===== src/rtl/seq_adder_pkg.sv =====
// Shared types and elaboration helpers for the sequential slice adder.
// Parameter-derived sizes are computed here so every user agrees on them.
package seq_adder_pkg;

    typedef enum logic [1:0] {
        IDLE = 2'd0,
        RUN  = 2'd1,
        DONE = 2'd2
    } state_t;

    function automatic int calc_nslice(input int width, input int slice);
        return width / slice;
    endfunction

    // A single-pass configuration still needs a 1-bit index register.
    function automatic int calc_idx_w(input int nslice);
        return (nslice > 1) ? $clog2(nslice) : 1;
    endfunction

    function automatic bit width_ok(input int width, input int slice);
        return (slice > 0) && (width >= slice) && ((width % slice) == 0);
    endfunction

endpackage


===== src/rtl/seq_adder_ctrl_add_slice.sv =====
// Purely combinational SLICE-bit ripple adder shared across all passes.
module add_slice #(
    parameter int SLICE = 32
) (
    input  logic [SLICE-1:0] a_i,
    input  logic [SLICE-1:0] b_i,
    input  logic             cin_i,
    output logic [SLICE-1:0] s_o,
    output logic             cout_o
);

    assign {cout_o, s_o} = {1'b0, a_i} + {1'b0, b_i} + {{SLICE{1'b0}}, cin_i};

endmodule


===== src/rtl/seq_adder_ctrl.sv =====
// Multi-cycle WIDTH-bit add/subtract built from one SLICE-bit adder,
// least-significant slice first, with valid/ready on both sides.
module seq_adder_ctrl
    import seq_adder_pkg::*;
#(
    parameter int WIDTH = 64,
    parameter int SLICE = 32
) (
    input  logic             clk,
    input  logic             rst,
    input  logic             in_valid,
    output logic             in_ready,
    input  logic [WIDTH-1:0] a,
    input  logic [WIDTH-1:0] b,
    input  logic             cin,
    input  logic             sub,
    output logic             out_valid,
    input  logic             out_ready,
    output logic [WIDTH-1:0] sum,
    output logic             cout,
    output logic             ovf,
    output logic             busy
);

    localparam int NSLICE = calc_nslice(WIDTH, SLICE);
    localparam int IDXW   = calc_idx_w(NSLICE);
    localparam logic [IDXW-1:0] LAST_IDX = IDXW'(NSLICE - 1);

    generate
        if (!width_ok(WIDTH, SLICE)) begin : g_bad_params
            $error("seq_adder_ctrl: WIDTH must be a non-zero multiple of SLICE");
        end
    endgenerate

    state_t            state_q, state_d;
    logic [IDXW-1:0]   idx_q, idx_d;
    logic              carry_q, carry_d;
    logic [WIDTH-1:0]  op_a_q, op_a_d;
    logic [WIDTH-1:0]  op_b_q, op_b_d;
    logic [WIDTH-1:0]  sum_q, sum_d;
    logic              cout_q, cout_d;
    logic              ovf_q, ovf_d;

    logic [SLICE-1:0]  a_sl [NSLICE];
    logic [SLICE-1:0]  b_sl [NSLICE];
    logic [SLICE-1:0]  slice_a, slice_b, slice_s;
    logic              slice_cout;
    logic              run_pass;

    assign run_pass = (state_q == RUN);

    // Only the slice addressed by idx is rewritten; the rest hold their contents.
    generate
        for (genvar gi = 0; gi < NSLICE; gi++) begin : g_slice
            assign a_sl[gi] = op_a_q[gi*SLICE +: SLICE];
            assign b_sl[gi] = op_b_q[gi*SLICE +: SLICE];
            assign sum_d[gi*SLICE +: SLICE] =
                (run_pass && (idx_q == IDXW'(gi))) ? slice_s : sum_q[gi*SLICE +: SLICE];
        end
    endgenerate

    assign slice_a = a_sl[idx_q];
    assign slice_b = b_sl[idx_q];

    add_slice #(
        .SLICE(SLICE)
    ) u_add_slice (
        .a_i    (slice_a),
        .b_i    (slice_b),
        .cin_i  (carry_q),
        .s_o    (slice_s),
        .cout_o (slice_cout)
    );

    always_comb begin
        state_d = state_q;
        idx_d   = idx_q;
        carry_d = carry_q;
        op_a_d  = op_a_q;
        op_b_d  = op_b_q;
        cout_d  = cout_q;
        ovf_d   = ovf_q;
        case (state_q)
            IDLE: begin
                if (in_valid) begin
                    // Subtract is a + ~b + 1, so B is stored pre-inverted.
                    op_a_d  = a;
                    op_b_d  = b ^ {WIDTH{sub}};
                    carry_d = sub ? 1'b1 : cin;
                    idx_d   = '0;
                    state_d = RUN;
                end
            end
            RUN: begin
                carry_d = slice_cout;
                if (idx_q == LAST_IDX) begin
                    cout_d  = slice_cout;
                    ovf_d   = (op_a_q[WIDTH-1] == op_b_q[WIDTH-1]) &&
                              (slice_s[SLICE-1] != op_a_q[WIDTH-1]);
                    state_d = DONE;
                end else begin
                    idx_d = idx_q + 1'b1;
                end
            end
            DONE: begin
                if (out_ready) begin
                    state_d = IDLE;
                end
            end
            default: state_d = IDLE;
        endcase
    end

    always_ff @(posedge clk) begin
        if (rst) begin
            state_q <= IDLE;
            idx_q   <= '0;
            carry_q <= 1'b0;
            op_a_q  <= '0;
            op_b_q  <= '0;
            sum_q   <= '0;
            cout_q  <= 1'b0;
            ovf_q   <= 1'b0;
        end else begin
            state_q <= state_d;
            idx_q   <= idx_d;
            carry_q <= carry_d;
            op_a_q  <= op_a_d;
            op_b_q  <= op_b_d;
            sum_q   <= sum_d;
            cout_q  <= cout_d;
            ovf_q   <= ovf_d;
        end
    end

    assign in_ready  = (state_q == IDLE);
    assign out_valid = (state_q == DONE);
    assign busy      = (state_q != IDLE);
    assign sum       = sum_q;
    assign cout      = cout_q;
    assign ovf       = ovf_q;

endmodule

===== config.mk =====
export PLATFORM = sky130hd
export DESIGN_NAME = seq_adder_ctrl
export DESIGN_NICKNAME = d
export VERILOG_FILES = /design/src/rtl/seq_adder_pkg.sv /design/src/rtl/seq_adder_ctrl_add_slice.sv /design/src/rtl/seq_adder_ctrl.sv
export SDC_FILE = /design/constraint.sdc
export NUM_CORES = 1
export LEC_CHECK = 0
export ABC_CLOCK_PERIOD_IN_PS = 6100
export CORE_UTILIZATION = 35
export DETAILED_ROUTE_END_ITERATION = 10
export SYNTH_ARGS = -nofsm -noshare
export SYNTH_HDL_FRONTEND = slang
export SYNTH_SLANG_ARGS = --single-unit

===== constraint.sdc =====
create_clock -name clk -period 6.1 [get_ports clk]
set_input_delay 0.61 -clock clk [delete_from_list [all_inputs] [get_ports clk]]
set_output_delay 0.61 -clock clk [all_outputs]
set_load 0.02 [all_outputs]

==> results of run 1 <==
==> routing by layer <==
metal,up-vias,global-route usage,part of all wire
li1,4455,-,-
met1,3943,0.296,0.54
met2,232,0.256,0.40
met3,15,0.0297,0.054
met4,0,0.0477,0.0092
met5,-,0,0
==> cell type report <==
class,count,area (um2),area share
Clock buffer,17,425,0.0330
Clock inverter,14,196,0.0153
Inverter,8,30.0,0.00233
Multi-Input combinational cell,918,5700,0.442
Sequential cell,198,3970,0.308
Tap cell,378,473,0.0367
Timing Repair Buffer,210,2090,0.163
==> layout by cell type (no fill, tap or decap), types with 9 or more instances in the layout <==
cell and n:
sky130_fd_sc_hd__o21ai_0 10, sky130_fd_sc_hd__mux2_2 64, sky130_fd_sc_hd__xor2_1 9, sky130_fd_sc_hd__clkbuf_16 17, sky130_fd_sc_hd__a211oi_1 71, sky130_fd_sc_hd__ha_1 31, sky130_fd_sc_hd__nor2_1 105, sky130_fd_sc_hd__xnor2_1 78
sky130_fd_sc_hd__clkdlybuf4s50_1 200, sky130_fd_sc_hd__nand3_1 11, sky130_fd_sc_hd__a21oi_1 148, sky130_fd_sc_hd__dfxtp_1 197, sky130_fd_sc_hd__nand2_1 249, sky130_fd_sc_hd__a21o_1 18, sky130_fd_sc_hd__nor3_1 10
==> state kept, by name, indices dropped and copies added (netlist names) <==
signal,count
cout,1
ovf,1
op_b_q,64
state_q,2
carry_q,1
idx_q,1
op_a_q,64
sum,64
==> worst min-delay path by stage <==
| stage | slack (ps) | cells past startpoint | end | start |
|---|---|---|---|---|
| after global routing | 470 | 2 | op_a_q[35] | op_a_q[35] |
| after global placement | 440 | 2 | op_a_q[48] | op_a_q[48] |
| after floorplan | 430 | 2 | op_a_q[32] | op_a_q[32] |
| final | 450 | 2 | op_a_q[36] | op_a_q[36] |
| after CTS | 450 | 2 | op_a_q[45] | op_a_q[45] |
| after detailed placement | 440 | 2 | op_a_q[45] | op_a_q[45] |
==> per-stage QoR <==
stage	instances	setup slack (ps)	cell area [um2]	total power, uW	utilization
5_1_grt	1743	2000	12900	3590	0.460
3_5_place_dp	1712	2290	12300	2250	0.438
4_1_cts	1743	2290	12900	3460	0.460
6_report	1743	2250	12900	3430	0.460
2_1_floorplan	1215	2740	10000	1960	-
3_3_place_gp	1712	2340	12300	2240	0.438
==> worst min-delay path, cell delays in order, from the launching register on <==
cell	delay, ps
sky130_fd_sc_hd__dfxtp_1	310
sky130_fd_sc_hd__nand2_1	50
sky130_fd_sc_hd__a21oi_1	50
==> where the power goes <==
| part | switching [uW] | internal [uW] |
|---|---|---|
| Combinational | 436 | 341 |
| Sequential | 55.9 | 1390 |
| Clock | 517 | 691 |
==> kinds of logic after synthesis <==
logic type                 synth area share
and+or+nand+nor                       0.185
AOI/OAI and AO/OA                     0.187
DFF                                   0.395
buffers and inverters                0.0394
xor gates and xnor gates             0.0759
muxes                                0.0757
adders and majority gates            0.0426
==> run summary, run 1 <==
Along the worst path, the maximum fanout reaches 59. For the worst supply voltage drop on vdd, the log shows 170 uV. In this run, synthesis inferred 0 flip-flops with an integrated enable. The count of cell instances traversed by the critical path is 11, and the headroom to the max-slew limit is 0.305. The run gives 1215 as the cell count after synthesis.

Among all flip-flop cells after synthesis, the most frequent one is sky130_fd_sc_hd__dfxtp_1. For this run, the number of Yosys warnings is 0. The most frequently used cell type in the post-synthesis netlist was sky130_fd_sc_hd__nand2_1. Number of global-route vias before repair: 8018.

The cell with the largest stage delay on the worst path is sky130_fd_sc_hd__buf_4. The clock net in this run drives a total of 198 sinks. STA classifies the critical path endpoint as a flip-flop.

When the netlist entered floorplanning its net count stood at 1382. The width of the die works out to 171 um. The standard-cell row count was 61.

By area the synthesized netlist is led by sky130_fd_sc_hd__dfxtp_1, sky130_fd_sc_hd__nand2_1, sky130_fd_sc_hd__a21oi_1, sky130_fd_sc_hd__mux2_2, sky130_fd_sc_hd__xnor2_1. The area growth from synthesis to layout is 28.2%. The post-route minimum period came out at 3850 ps. TritonCTS built the clock tree. The tools report the later-pin clock latency in the skew report as 430 ps. The tools report the launch instance of the worst register-to-register path as idx_q. Detailed routing inserted a total of 8645 vias. After clock tree synthesis, the setup repair step added 0 buffers. The logs give 0.359 for the initial cell density of the core and 0 for the initial antenna violation count. The first detailed-routing pass took 6 iterations. In this run the worst hold path is classified as flip-flop to flip-flop.

The tools report the total global routing track utilization as 0.187. The number of cells on the worst reg-to-reg path is 11. Required time reported for the critical path endpoint: 6450 ps. Most frequent cell on the critical path: sky130_fd_sc_hd__a21oi_1. After detailed routing, the total wire length is 27.4 mm. The total area inside the core boundary comes to 28000 um2. The routed length per instance is 15.7 um, and the number of hold violations in the final report is 0.

Critical path buffer and inverter count: 1. The signal arrival time at the worst endpoint is 4200 ps. The count of nets left with antenna violations once routing finished came out at 0. For the unique cell type count in the Yosys netlist, the log shows 62.

Path type of the worst setup path: flip-flop to flip-flop. The share of synthesized area occupied by flip-flops and latches was 0.395; the remaining global-route overflow was 0. Setup violations remaining at the end of the flow were counted as 0. In this run, the number of DRC markers left after iteration 0 of detailed routing was 578. End of the critical path: sum[51]. After synthesis the netlist holds a flip-flop and latch count of 198.

In this run the clock root is driven by a sky130_fd_sc_hd__clkbuf_16. Setup repair after global routing left no endpoint under its margin. Sorting the synthesized cells by how often they occur yields sky130_fd_sc_hd__nand2_1, sky130_fd_sc_hd__dfxtp_1, sky130_fd_sc_hd__a21oi_1.

The post-synthesis instance area came out at 10000 um2. On the final layout, the worst clock skew is 16.6 ps. The mean post-synth cell area is 8.27 um2, and the number of resized instances in the post-cts repair step is 0.

The H-tree generated during clock tree synthesis spans 4 levels. The actual transition at the worst max-transition pin came out at 1040 ps. The run finished with clean final reports. Tracing the worst setup path back leads to its startpoint at idx_q. Entering global routing, the biggest net connects 193 pins. The analysis attributes to cell leakage a power of 0.00482 uW.

The logs give 0 for the total inserted antenna cells and 0 for the hold-fix buffer count after cts. In this run the power density over the cells is 266 nW/um2. The run gives 0 as the final number of max-transition violations.

Summed over all instances, the cell type with the most area after synthesis is sky130_fd_sc_hd__dfxtp_1. For this run, the slowest stage of the critical path takes 670 ps. Hold is met by 452 ps. The final critical-path share of the clock period was 0.631; the via-per-instance ratio was 4.96. Summed over all nets, the half-perimeter wirelength after detailed placement is 19.7 mm. The worst setup path is launched from a flip-flop.

The filler cells instantiated in the layout total 2827. For this design the top-level I/O count stands at 203. On the critical path the largest part of the delay comes from compound AO/OA/AOI/OAI gates. The die is 171 um tall. In the routed design, unresolved DRC markers number 0. The critical path goes through buf_4 > mux2_2 > ha_1 > nand3_1 > o211ai_2 > a21oi_1 > o21ai_0 > a211oi_1 > xnor2_1 > nand2_1 > a21oi_1.

Maximum buffer depth of the clock tree: 2. The fraction of layout instances using a drive strength above 1 is 0.0894. The endpoint of the most critical register-to-register path was sum[51].

Total clock buffers created by CTS: 17. The proportion of synthesized flip-flops having asynchronous set or reset is 0, and the number of buffer cells added on primary ports is 202. The final setup TNS came out at 0 ps. The die covers 29400 um2.

The number of maximum-capacitance constraint violations came out at 0. Clock-pin slew was measured on the worst setup and hold paths at 70 ps. The last weighted congestion value of the routability-driven placer was 0.897; the portion of synthesized cell area occupied by the leading cell type was 0.395.

Static timing analysis puts the maximum clock frequency at 0.260 GHz. At the end of the flow, the number of nets in the layout was 1520. The worst register-to-register path has a setup slack of 2250 ps. The global-route wire length before repair was 42.8 mm.
(Power assumes the default switching activity.)
==> run 2, diff against run 1 <==
--- a/config.mk
+++ b/config.mk
@@ -5,7 +5,7 @@
 export SDC_FILE = /design/constraint.sdc
 export NUM_CORES = 1
 export LEC_CHECK = 0
-export ABC_CLOCK_PERIOD_IN_PS = 6100
+export ABC_CLOCK_PERIOD_IN_PS = 3300
 export CORE_UTILIZATION = 35
 export DETAILED_ROUTE_END_ITERATION = 10
 export SYNTH_ARGS = -nofsm -noshare
==> constraint.sdc (replaced) <==
create_clock -name clk -period 3.3 [get_ports clk]
set_input_delay 0.33 -clock clk [delete_from_list [all_inputs] [get_ports clk]]
set_output_delay 0.33 -clock clk [all_outputs]
set_load 0.02 [all_outputs]
==> run 2 against run 1 <==
Net effect: register-to-register slack worse by 2100 ps; via count up 1.6%; flip-flop and latch count unchanged; routed wire length about the same; sequential power up 85%; count of clock-buffer cells in the layout up 3; critical endpoint is now sum[58].
==> run summary, run 2 (synthesis results as in run 1) <==
The logs give 28000 um2 for the area inside the core boundary and 0 for the initial antenna violation count. The count of nets left with antenna violations once routing finished came out at 0. The die is 171 um wide.

Leaving out fill and tap cells, the most frequent cells in the layout are sky130_fd_sc_hd__nand2_1, sky130_fd_sc_hd__clkdlybuf4s50_1, sky130_fd_sc_hd__dfxtp_1. The tools report the placed wire-length estimate after detailed placement as 20.7 mm. The worst setup slack after placement is 20.4 ps, and the signal arrival time at the worst endpoint is 3550 ps.

For this block, the initial DRC count from the detailed router was 627. The final setup TNS came out at 0 ps. The final routed wirelength across all metal layers was 27.4 mm; the clock input transition at the sequential cells of the worst setup and hold paths was 70 ps.

The maximum buffer depth of the clock tree is 2, and the total DRC errors in the routed layout is 0. The tools report the total placed cells including tap cells as 1751. The flow ran to the end, and the final reports show no timing, DRC or antenna violations.

The launch instance of the worst register-to-register path is idx_q. The number of hold violations in the final report is 0, and the highest clock frequency the design can meet is 0.315 GHz. Actual transition at the worst max-transition pin: 732 ps.

The smallest clock period supported by the final layout is computed as 3180 ps. The number of buffer cells added on primary ports works out to 202. At the end of routability-driven placement, the weighted congestion stood at 0.875.

The total global routing track utilization came out at 0.189. The tree is rooted in a sky130_fd_sc_hd__clkbuf_16. Endpoint of the most critical register-to-register path: sum[58].

The critical path is of the flip-flop to flip-flop type. The logs give 0 for the remaining global-route overflow and 124 ps for the final worst setup slack. The first global-routing pass estimated 43.4 mm of wire. For the worst supply voltage drop on vdd, the log shows 330 uV. The total inserted antenna cells came out at 0. The type of element launching the critical path is a flip-flop.

Clock tree synthesis found a total of 198 sinks. In this run the power density over the cells is 484 nW/um2. For the number of global-route vias before repair, the log shows 8099. After detailed routing, the number of vias per cell comes to 4.93.

From synthesis to final layout, the design area changed by 32.0%. The worst-path maximum fanout came out at 46. Setup violations remaining at the end of the flow were counted as 0.

Setup repair after global routing could not meet its margin everywhere. The tools report the initial cell density of the core as 0.359. Across all hold checks on the routed design, the worst slack comes to 338 ps.

The area enclosed by the die boundary is 29400 um2. Summing all flip-flop and latch instances after layout gives 3970 um2. At the worst endpoint, the required time is 3680 ps.

The path class of the tightest hold or removal check is input pin to flip-flop. Entering global routing, the biggest net connects 73 pins. Fraction of layout instances using a drive strength above 1: 0.120. The first detailed-routing pass ran for 5 iterations. The floorplan has 61 rows. The run gives 0 as the final number of max-transition violations. The clock tree synthesis step divided the H-tree into 4 levels. For the worst setup skew after layout, the log shows 12.0 ps. Core occupancy in the finished layout: 0.473.

STA classifies the critical path endpoint as a flip-flop. The end of the critical path is sum[58]. The run gives 2831 as the number of fillers in the final layout. Headroom to the max-slew limit: 0.511. The tools report the final cell count without fillers as 1783. For the count of nets after finishing, the log shows 1559. The tool flagged a number of max-cap violations equal to 0. The analysis attributes to cell leakage a power of 0.00504 uW. The later-pin clock latency in the skew report came out at 440 ps. For this design, the CTS-stage hold fixing added 0 buffers. The number of cells on the worst reg-to-reg path is 12. After detailed routing, the average wire length per cell comes to 15.4 um. The logs give 203 for the count of boundary I/O pins and 8783 for the via count. The tools report the total clock buffers created by CTS as 17. Setup slack on the worst reg-to-reg path comes out at 120 ps. The final critical-path share of the clock period is 0.963.

The critical path starts at idx_q. The library cell used most frequently in the layout, excluding fill and tap cells, is sky130_fd_sc_hd__nand2_1. In this run the vertical extent of the chip is 171 um.

TritonCTS built the clock tree. Summing all multi-input logic gate instances after layout gives 5730 um2.
[run 2: per-layer routing]
layer	GRT usage	part of all wire
met1	0.300	0.55
met2	0.264	0.40
met3	0.0292	0.048
met4	0.0342	0.0072
met5	0	0
[run 2: worst min-delay path by stage]
stage	startpoint	to	slack, ps	depth (start not counted)
3_3_place_gp	op_a_q[42]	op_a_q[42]	440	2
3_5_place_dp	op_a_q[49]	op_a_q[49]	440	2
5_1_grt	rst	sum[50]	380	2
4_1_cts	rst	sum[50]	330	2
6_report	rst	sum[50]	340	2
2_1_floorplan	op_a_q[32]	op_a_q[32]	430	2
[run 2: final cells by class]
class / count / share of cell area
Sequential cell: 198 / 0.299
Inverter: 8 / 0.00227
Tap cell: 378 / 0.0357
Clock inverter: 12 / 0.0123
Clock buffer: 20 / 0.0345
Timing Repair Buffer: 249 / 0.184
Multi-Input combinational cell: 918 / 0.432
[run 2: critical path, cell delays in order, from the launching register on]
cell and delay, ps:
sky130_fd_sc_hd__dfxtp_4 390, sky130_fd_sc_hd__buf_12 250, sky130_fd_sc_hd__mux2_2 410, sky130_fd_sc_hd__ha_1 300, sky130_fd_sc_hd__buf_4 160, sky130_fd_sc_hd__nand2_1 150
sky130_fd_sc_hd__nor2_1 80, sky130_fd_sc_hd__a221oi_2 280, sky130_fd_sc_hd__o21ai_2 130, sky130_fd_sc_hd__a31o_1 240, sky130_fd_sc_hd__a31o_2 300, sky130_fd_sc_hd__nor4b_2 260
sky130_fd_sc_hd__a211o_1 140
[run 2: stage by stage]
| step | cell area (um2) | total power [uW] |
|---|---|---|
| 2_1_floorplan | 10000 | 3620 |
| 3_3_place_gp | 12600 | 4230 |
| 3_5_place_dp | 12600 | 4240 |
| 4_1_cts | 13200 | 6460 |
| 5_1_grt | 13300 | 6740 |
| 6_report | 13300 | 6420 |
[run 2: power breakdown]
part           internal (uW)  switching [uW]
logic                    706             828
clock network           1250             971
registers               2560            97.6
total                   4520            1900
[run 2: what timing repair did]
| item | 4_1_cts | 5_1_grt |
|---|---|---|
| buffers inserted | 0 | 0 |
| setup endpoints to repair | 2 | 24 |
| pin swaps | 1 | 1 |
| resized for setup | 1 | 8 |
